**src/rtl/fetch_pkg.sv**
```systemverilog
// rtl/fetch_pkg.sv - shared types and constants for the instruction fetch path
package fetch_pkg;

  typedef enum logic [1:0] {
    FETCH_IDLE  = 2'd0,
    FETCH_RUN   = 2'd1,
    FETCH_FAULT = 2'd2
  } fetch_state_e;

  localparam int          INSTR_BYTES   = 4;
  localparam logic [63:0] DEF_RESET_PC  = 64'd0;
  localparam int          DEF_MEM_BYTES = 4096;

endpackage

```
**src/rtl/fetch_addr_check.sv**
```systemverilog
// rtl/fetch_addr_check.sv - word-alignment and range check for a fetch address
module fetch_addr_check
  import fetch_pkg::*;
#(
  parameter int ADDR_W    = 64,
  parameter int MEM_BYTES = DEF_MEM_BYTES
) (
  input  logic [ADDR_W-1:0] i_pc,
  output logic              o_legal
);

  // One extra bit so the last-byte address cannot wrap past zero
  logic [ADDR_W:0] w_last_byte;

  assign w_last_byte = {1'b0, i_pc} + (ADDR_W+1)'(INSTR_BYTES - 1);
  assign o_legal     = (i_pc[1:0] == 2'b00) && (w_last_byte < (ADDR_W+1)'(MEM_BYTES));

endmodule

```
**src/rtl/fetch_sequencer.sv**
```systemverilog
// rtl/fetch_sequencer.sv - PC owner and instruction fetch sequencer feeding decode
module fetch_sequencer
  import fetch_pkg::*;
#(
  parameter int                ADDR_W    = 64,
  parameter logic [ADDR_W-1:0] RESET_PC  = ADDR_W'(DEF_RESET_PC),
  parameter int                MEM_BYTES = DEF_MEM_BYTES
) (
  input  logic              clk,
  input  logic              rst_n,
  input  logic              fetch_en,
  output logic [ADDR_W-1:0] imem_addr,
  input  logic [31:0]       imem_rdata,
  output logic              dec_valid,
  input  logic              dec_ready,
  output logic [31:0]       dec_instr,
  output logic [ADDR_W-1:0] dec_pc,
  input  logic              redirect_valid,
  input  logic [ADDR_W-1:0] redirect_target,
  output logic              fault,
  output logic [ADDR_W-1:0] fault_pc,
  output logic [31:0]       fetch_count
);

  fetch_state_e      r_state, w_state_nxt;
  logic [ADDR_W-1:0] r_fetch_pc;
  logic              r_infl_v;
  logic [ADDR_W-1:0] r_infl_pc;
  logic              r_dec_valid;
  logic [31:0]       r_dec_instr;
  logic [ADDR_W-1:0] r_dec_pc;
  logic              r_fault;
  logic [ADDR_W-1:0] r_fault_pc;
  logic [31:0]       r_fetch_count;

  logic w_legal, w_accept, w_replay, w_issue, w_fault_set, w_handshake;

  fetch_addr_check #(
    .ADDR_W   (ADDR_W),
    .MEM_BYTES(MEM_BYTES)
  ) u_addr_check (
    .i_pc   (r_fetch_pc),
    .o_legal(w_legal)
  );

  assign w_accept    = r_infl_v && (!r_dec_valid || dec_ready);
  assign w_replay    = r_infl_v && !w_accept;
  assign w_handshake = r_dec_valid && dec_ready;

  always_ff @(posedge clk or negedge rst_n) begin
    if (!rst_n) r_state <= FETCH_IDLE;
    else        r_state <= w_state_nxt;
  end

  // A pending replay outranks the fault check so the stalled word is refetched first
  always_comb begin
    w_state_nxt = r_state;
    w_issue     = 1'b0;
    w_fault_set = 1'b0;
    if (redirect_valid) begin
      w_state_nxt = fetch_en ? FETCH_RUN : FETCH_IDLE;
    end else begin
      case (r_state)
        FETCH_IDLE: if (fetch_en) w_state_nxt = FETCH_RUN;
        FETCH_RUN: begin
          if (!fetch_en) begin
            w_state_nxt = FETCH_IDLE;
          end else if (!w_replay) begin
            if (w_legal) begin
              w_issue = 1'b1;
            end else begin
              w_fault_set = 1'b1;
              w_state_nxt = FETCH_FAULT;
            end
          end
        end
        FETCH_FAULT: w_state_nxt = FETCH_FAULT;
        default:     w_state_nxt = FETCH_IDLE;
      endcase
    end
  end

  always_ff @(posedge clk or negedge rst_n) begin
    if (!rst_n) begin
      r_fetch_pc    <= RESET_PC;
      r_infl_v      <= 1'b0;
      r_infl_pc     <= '0;
      r_dec_valid   <= 1'b0;
      r_dec_instr   <= '0;
      r_dec_pc      <= '0;
      r_fault       <= 1'b0;
      r_fault_pc    <= '0;
      r_fetch_count <= '0;
    end else if (redirect_valid) begin
      r_fetch_pc  <= redirect_target;
      r_infl_v    <= 1'b0;
      r_dec_valid <= 1'b0;
      r_fault     <= 1'b0;
    end else begin
      r_infl_v <= w_issue;
      if (w_replay) begin
        r_fetch_pc <= r_infl_pc;
      end else if (w_issue) begin
        r_infl_pc  <= r_fetch_pc;
        r_fetch_pc <= r_fetch_pc + ADDR_W'(INSTR_BYTES);
      end
      if (w_accept) begin
        r_dec_valid <= 1'b1;
        r_dec_instr <= imem_rdata;
        r_dec_pc    <= r_infl_pc;
      end else if (w_handshake) begin
        r_dec_valid <= 1'b0;
      end
      if (w_fault_set) begin
        r_fault    <= 1'b1;
        r_fault_pc <= r_fetch_pc;
      end
      if (w_handshake) r_fetch_count <= r_fetch_count + 32'd1;
    end
  end

  assign imem_addr   = r_fetch_pc;
  assign dec_valid   = r_dec_valid;
  assign dec_instr   = r_dec_instr;
  assign dec_pc      = r_dec_pc;
  assign fault       = r_fault;
  assign fault_pc    = r_fault_pc;
  assign fetch_count = r_fetch_count;

endmodule

```
**config.mk**
```make
export PLATFORM = sky130hd
export DESIGN_NAME = fetch_sequencer
export DESIGN_NICKNAME = d
export VERILOG_FILES = /design/src/rtl/fetch_pkg.sv /design/src/rtl/fetch_addr_check.sv /design/src/rtl/fetch_sequencer.sv
export SDC_FILE = /design/constraint.sdc
export NUM_CORES = 1
export LEC_CHECK = 0
export ABC_AREA = 1
export CAP_MARGIN = 5
export CORE_AREA = 2 2 176 247
export CTS_CLUSTER_SIZE = 14
export DETAILED_ROUTE_END_ITERATION = 7
export DIE_AREA = 0 0 178 249
export GPL_TIMING_DRIVEN = 1
export PLACE_DENSITY_LB_ADDON = 0.25
export SETUP_SLACK_MARGIN = 0.1
export SLEW_MARGIN = 25
export SYNTH_ARGS = -nofsm -noshare
export SYNTH_HDL_FRONTEND = slang
export SYNTH_SLANG_ARGS = --single-unit
```
**constraint.sdc**
```tcl
create_clock -name clk -period 2.6 [get_ports clk]
set_input_delay 0.52 -clock clk [delete_from_list [all_inputs] [get_ports clk]]
set_output_delay 0.52 -clock clk [all_outputs]
set_load 0.02 [all_outputs]
```
==> flow_metrics.py <==
metrics = {
    "status": {
        "status": "finished, violations left",
        "violations": "setup timing",
    },
    "sta": {
        "whs_ps": 462,
        "rsz0062_at_grt": "true",
        "finalCritPeriodShare": 1.10,
        "timing_hold_violations_final": 0,
        "fin_crit_ps": 2860,
        "finalMaxSlewViolations": 0,
        "timing.final.ws_setup_ps": -263,
        "finClkSkew_ps": 14.4,
        "fmax_mhz": 349,
        "relSlewSlack": 0.432,
        "worstMarginPinSlew_ps": 841,
        "finalSetupViolCount": 194,
    },
    "global_routing": {
        "grt_pass1_wl_mm": 109,
        "grt_start_max_net_pins": 123,
        "gr-total-overflow": 0,
        "grt_antenna_before_repair": 2,
        "first_global_vias": 17883,
        "grt_usage": 0.332,
    },
    "floorplan": {
        "die_w_um": 178,
        "ios": 359,
        "core_um2": 42000,
        "dieArea_um2": 44300,
        "dieHeight_um": 249,
        "row_count": 89,
        "start_util": 0.396,
    },
    "logic_synthesis": {
        "netlist.top_cell.by_area": "dfrtp_1",
        "yosys-top-cells-area": "dfrtp_1 (49%), nand2_1 (15%), o21ai_0 (6.6%), inv_1 (5.0%), xor2_1 (4.0%)",
        "yosysWarnings": 0,
        "syn_area_per_cell_um2": 7.84,
        "syn-cell-area_um2": 16600,
        "yosysSeqAreaShare": 0.489,
        "synthCells": 2122,
        "synth.net_count": 2225,
        "ys_seq_elements": 325,
        "synthDistinctLibCells": 40,
        "yosys.area.top_type_share": 0.489,
    },
    "finish": {
        "drive_above_1_share": 0.304,
        "layout_commonest_cell": "nand2_1",
        "finalNetCount": 2995,
        "fin_util": 0.646,
        "syn_to_final_growth_pct": 62.9,
        "fin_area_um2": 27100,
        "layout.cells.non_filler": 3459,
        "nFillCells": 3619,
        "layout_common_cells": "nand2_1 (540), buf_4 (386), clkdlybuf4s50_1 (355)",
    },
    "clocking": {
        "cts_root_buf": "clkbuf_16",
        "numCtsBuffers": 34,
        "clock-sinks": 325,
        "h-tree-depth": 2,
        "path_clk_slew_ps": 60,
        "cts_tree": "yes",
        "cts.path.max_buffers": 3,
        "clk_latency_ps": 530,
    },
    "place": {
        "dp.cells": 3321,
        "numPortBuffers": 358,
        "gp_congestion": 1.01,
        "dp_hpwl_mm": 57.9,
        "dp_worst_setup_slack_ps": -477,
        "dpl-instance-area_um2": 23700,
    },
    "run": {
        "max_cap_violations": 0,
    },
    "detailed_routing": {
        "drt_first_pass_iters": 5,
        "vias_per_cell": 5.05,
        "drtAntennaViolNets": 0,
        "wl_per_cell_um": 21.8,
        "via_count": 17453,
        "route.detailed.drc": 0,
        "drtIter0Drc": 1249,
        "wl_mm": 75.5,
    },
    "power_and_ir_drop": {
        "p_leak_nw": 12.9,
        "pwr_density_cell_nw_per_um2": 525,
        "irDropWorstVdd_mv": 0.527,
    },
    "worst_setup_path": {
        "worstPathArrival_ps": 3300,
        "r2r_cells": 19,
        "path_max_fanout": 7,
        "critPathLaunchType": "flip-flop",
        "critPathKind": "reg -> reg",
        "required_ps": 3040,
        "cp-end-kind": "flip-flop",
    },
    "worst_hold_path": {
        "worst_hold_path_type": "in -> reg",
        "hold_depth": 4,
    },
}
[synthesized netlist by cell type, drive strengths merged]
cell type,number
a21oi,10
a22oi,2
a2bb2oi,1
a31oi,7
and2,1
buf,43
clkbuf,47
dfrtp,325
ha,2
inv,224
mux2,41
nand2,682
nand3,131
nand3b,1
nand4,29
nor2,196
nor3,16
nor3b,1
nor4,4
o211ai,2
o21ai,267
o22a,1
o22ai,1
o41ai,1
xnor2,11
xor2,76
[path summary, 6_finish.rpt]
check                               from        endpoint  slack (ps)
min reg2reg                r_infl_pc[57]   r_infl_pc[57]         470
max reg2reg                imem_addr[15]    fault_pc[15]        -260
max                        imem_addr[15]    fault_pc[15]        -260
min                            dec_ready  fetch_count[3]         460
max in group asynchronous          rst_n   imem_addr[20]        1240
min in group asynchronous          rst_n   dec_instr[20]         580
[registers in the layout, summed over array words and instances, names as in the netlist]
signal,flops
fetch_count,32
dec_pc,64
fault_pc,64
r_state,2
dec_valid,1
dec_instr,32
fault,1
r_infl_v,1
r_infl_pc,64
imem_addr,64
[kinds of logic after synthesis]
kind of cell / after synthesis / synth area share
AOI/OAI and AO/OA: 292 / 0.0897
xor gates and xnor gates: 87 / 0.0458
adders and majority gates: 2 / 0.00150
buffers and inverters: 314 / 0.0777
DFF: 325 / 0.489
muxes: 41 / 0.0278
and+or+nand+nor: 1061 / 0.269
[layer usage]
metal / GRT usage / share of wire / wire length (µm)
met5: 0 / 0 / 0
met4: 0.203 / 0.077 / 5830
met3: 0.0317 / 0.043 / 3260
met2: 0.601 / 0.52 / 39200
met1: 0.369 / 0.36 / 27200
[power by group]
part | internal (mW) | total [mW] | switching (mW)
clock network | 2.76 | 4.79 | 2.03
registers | 5.41 | 5.79 | 0.376
logic | 1.67 | 3.66 | 1.99
[repair_timing]
| action | in CTS | in global routing |
|---|---|---|
| cloned | 9 | 12 |
| resized for setup | 211 | 211 |
| setup endpoints to repair | 197 | 203 |
| hold endpoints to repair | 2 | 0 |
| pin swaps | 32 | 60 |
| setup buffers | 43 | 16 |
| hold buffers | 1 | 0 |
[worst max-delay path: stages (launching register included)]
cell and delay (ps):
dfrtp_1 410, nand2_2 90, buf_4 150, nor2_4 150
nand2_2 110, buf_6 140, nor2_4 140, nand2_4 90
xor2_2 180, nand3_2 120, nor2_1 120, nand2_1 120
nor2_4 170, buf_6 110, nand3_4 90, buf_6 150
nand2_8 110, clkbuf_16 170, nand2_2 50, o21ai_1 90
[area by class of cell]
type | count | area, µm² | share of cell area
Clock buffer | 48 | 1030 | 0.0382
Tap cell | 546 | 683 | 0.0252
Clock inverter | 7 | 42.5 | 0.00157
Multi-Input combinational cell | 1484 | 8400 | 0.310
Timing Repair Buffer | 823 | 7940 | 0.293
Sequential cell | 325 | 8160 | 0.301
Antenna cell | 2 | 5.00 | 0.000185
Inverter | 224 | 841 | 0.0310
[per-stage QoR]
stage                     setup TNS [ps]  power, mW
after floorplan                        0       7.00
after global placement            -59700       8.98
after detailed placement          -63130       9.01
after CTS                         -23170       14.1
after global routing              -57700       14.8
final                             -36440       14.2
Power figures use the tool's default switching activity.
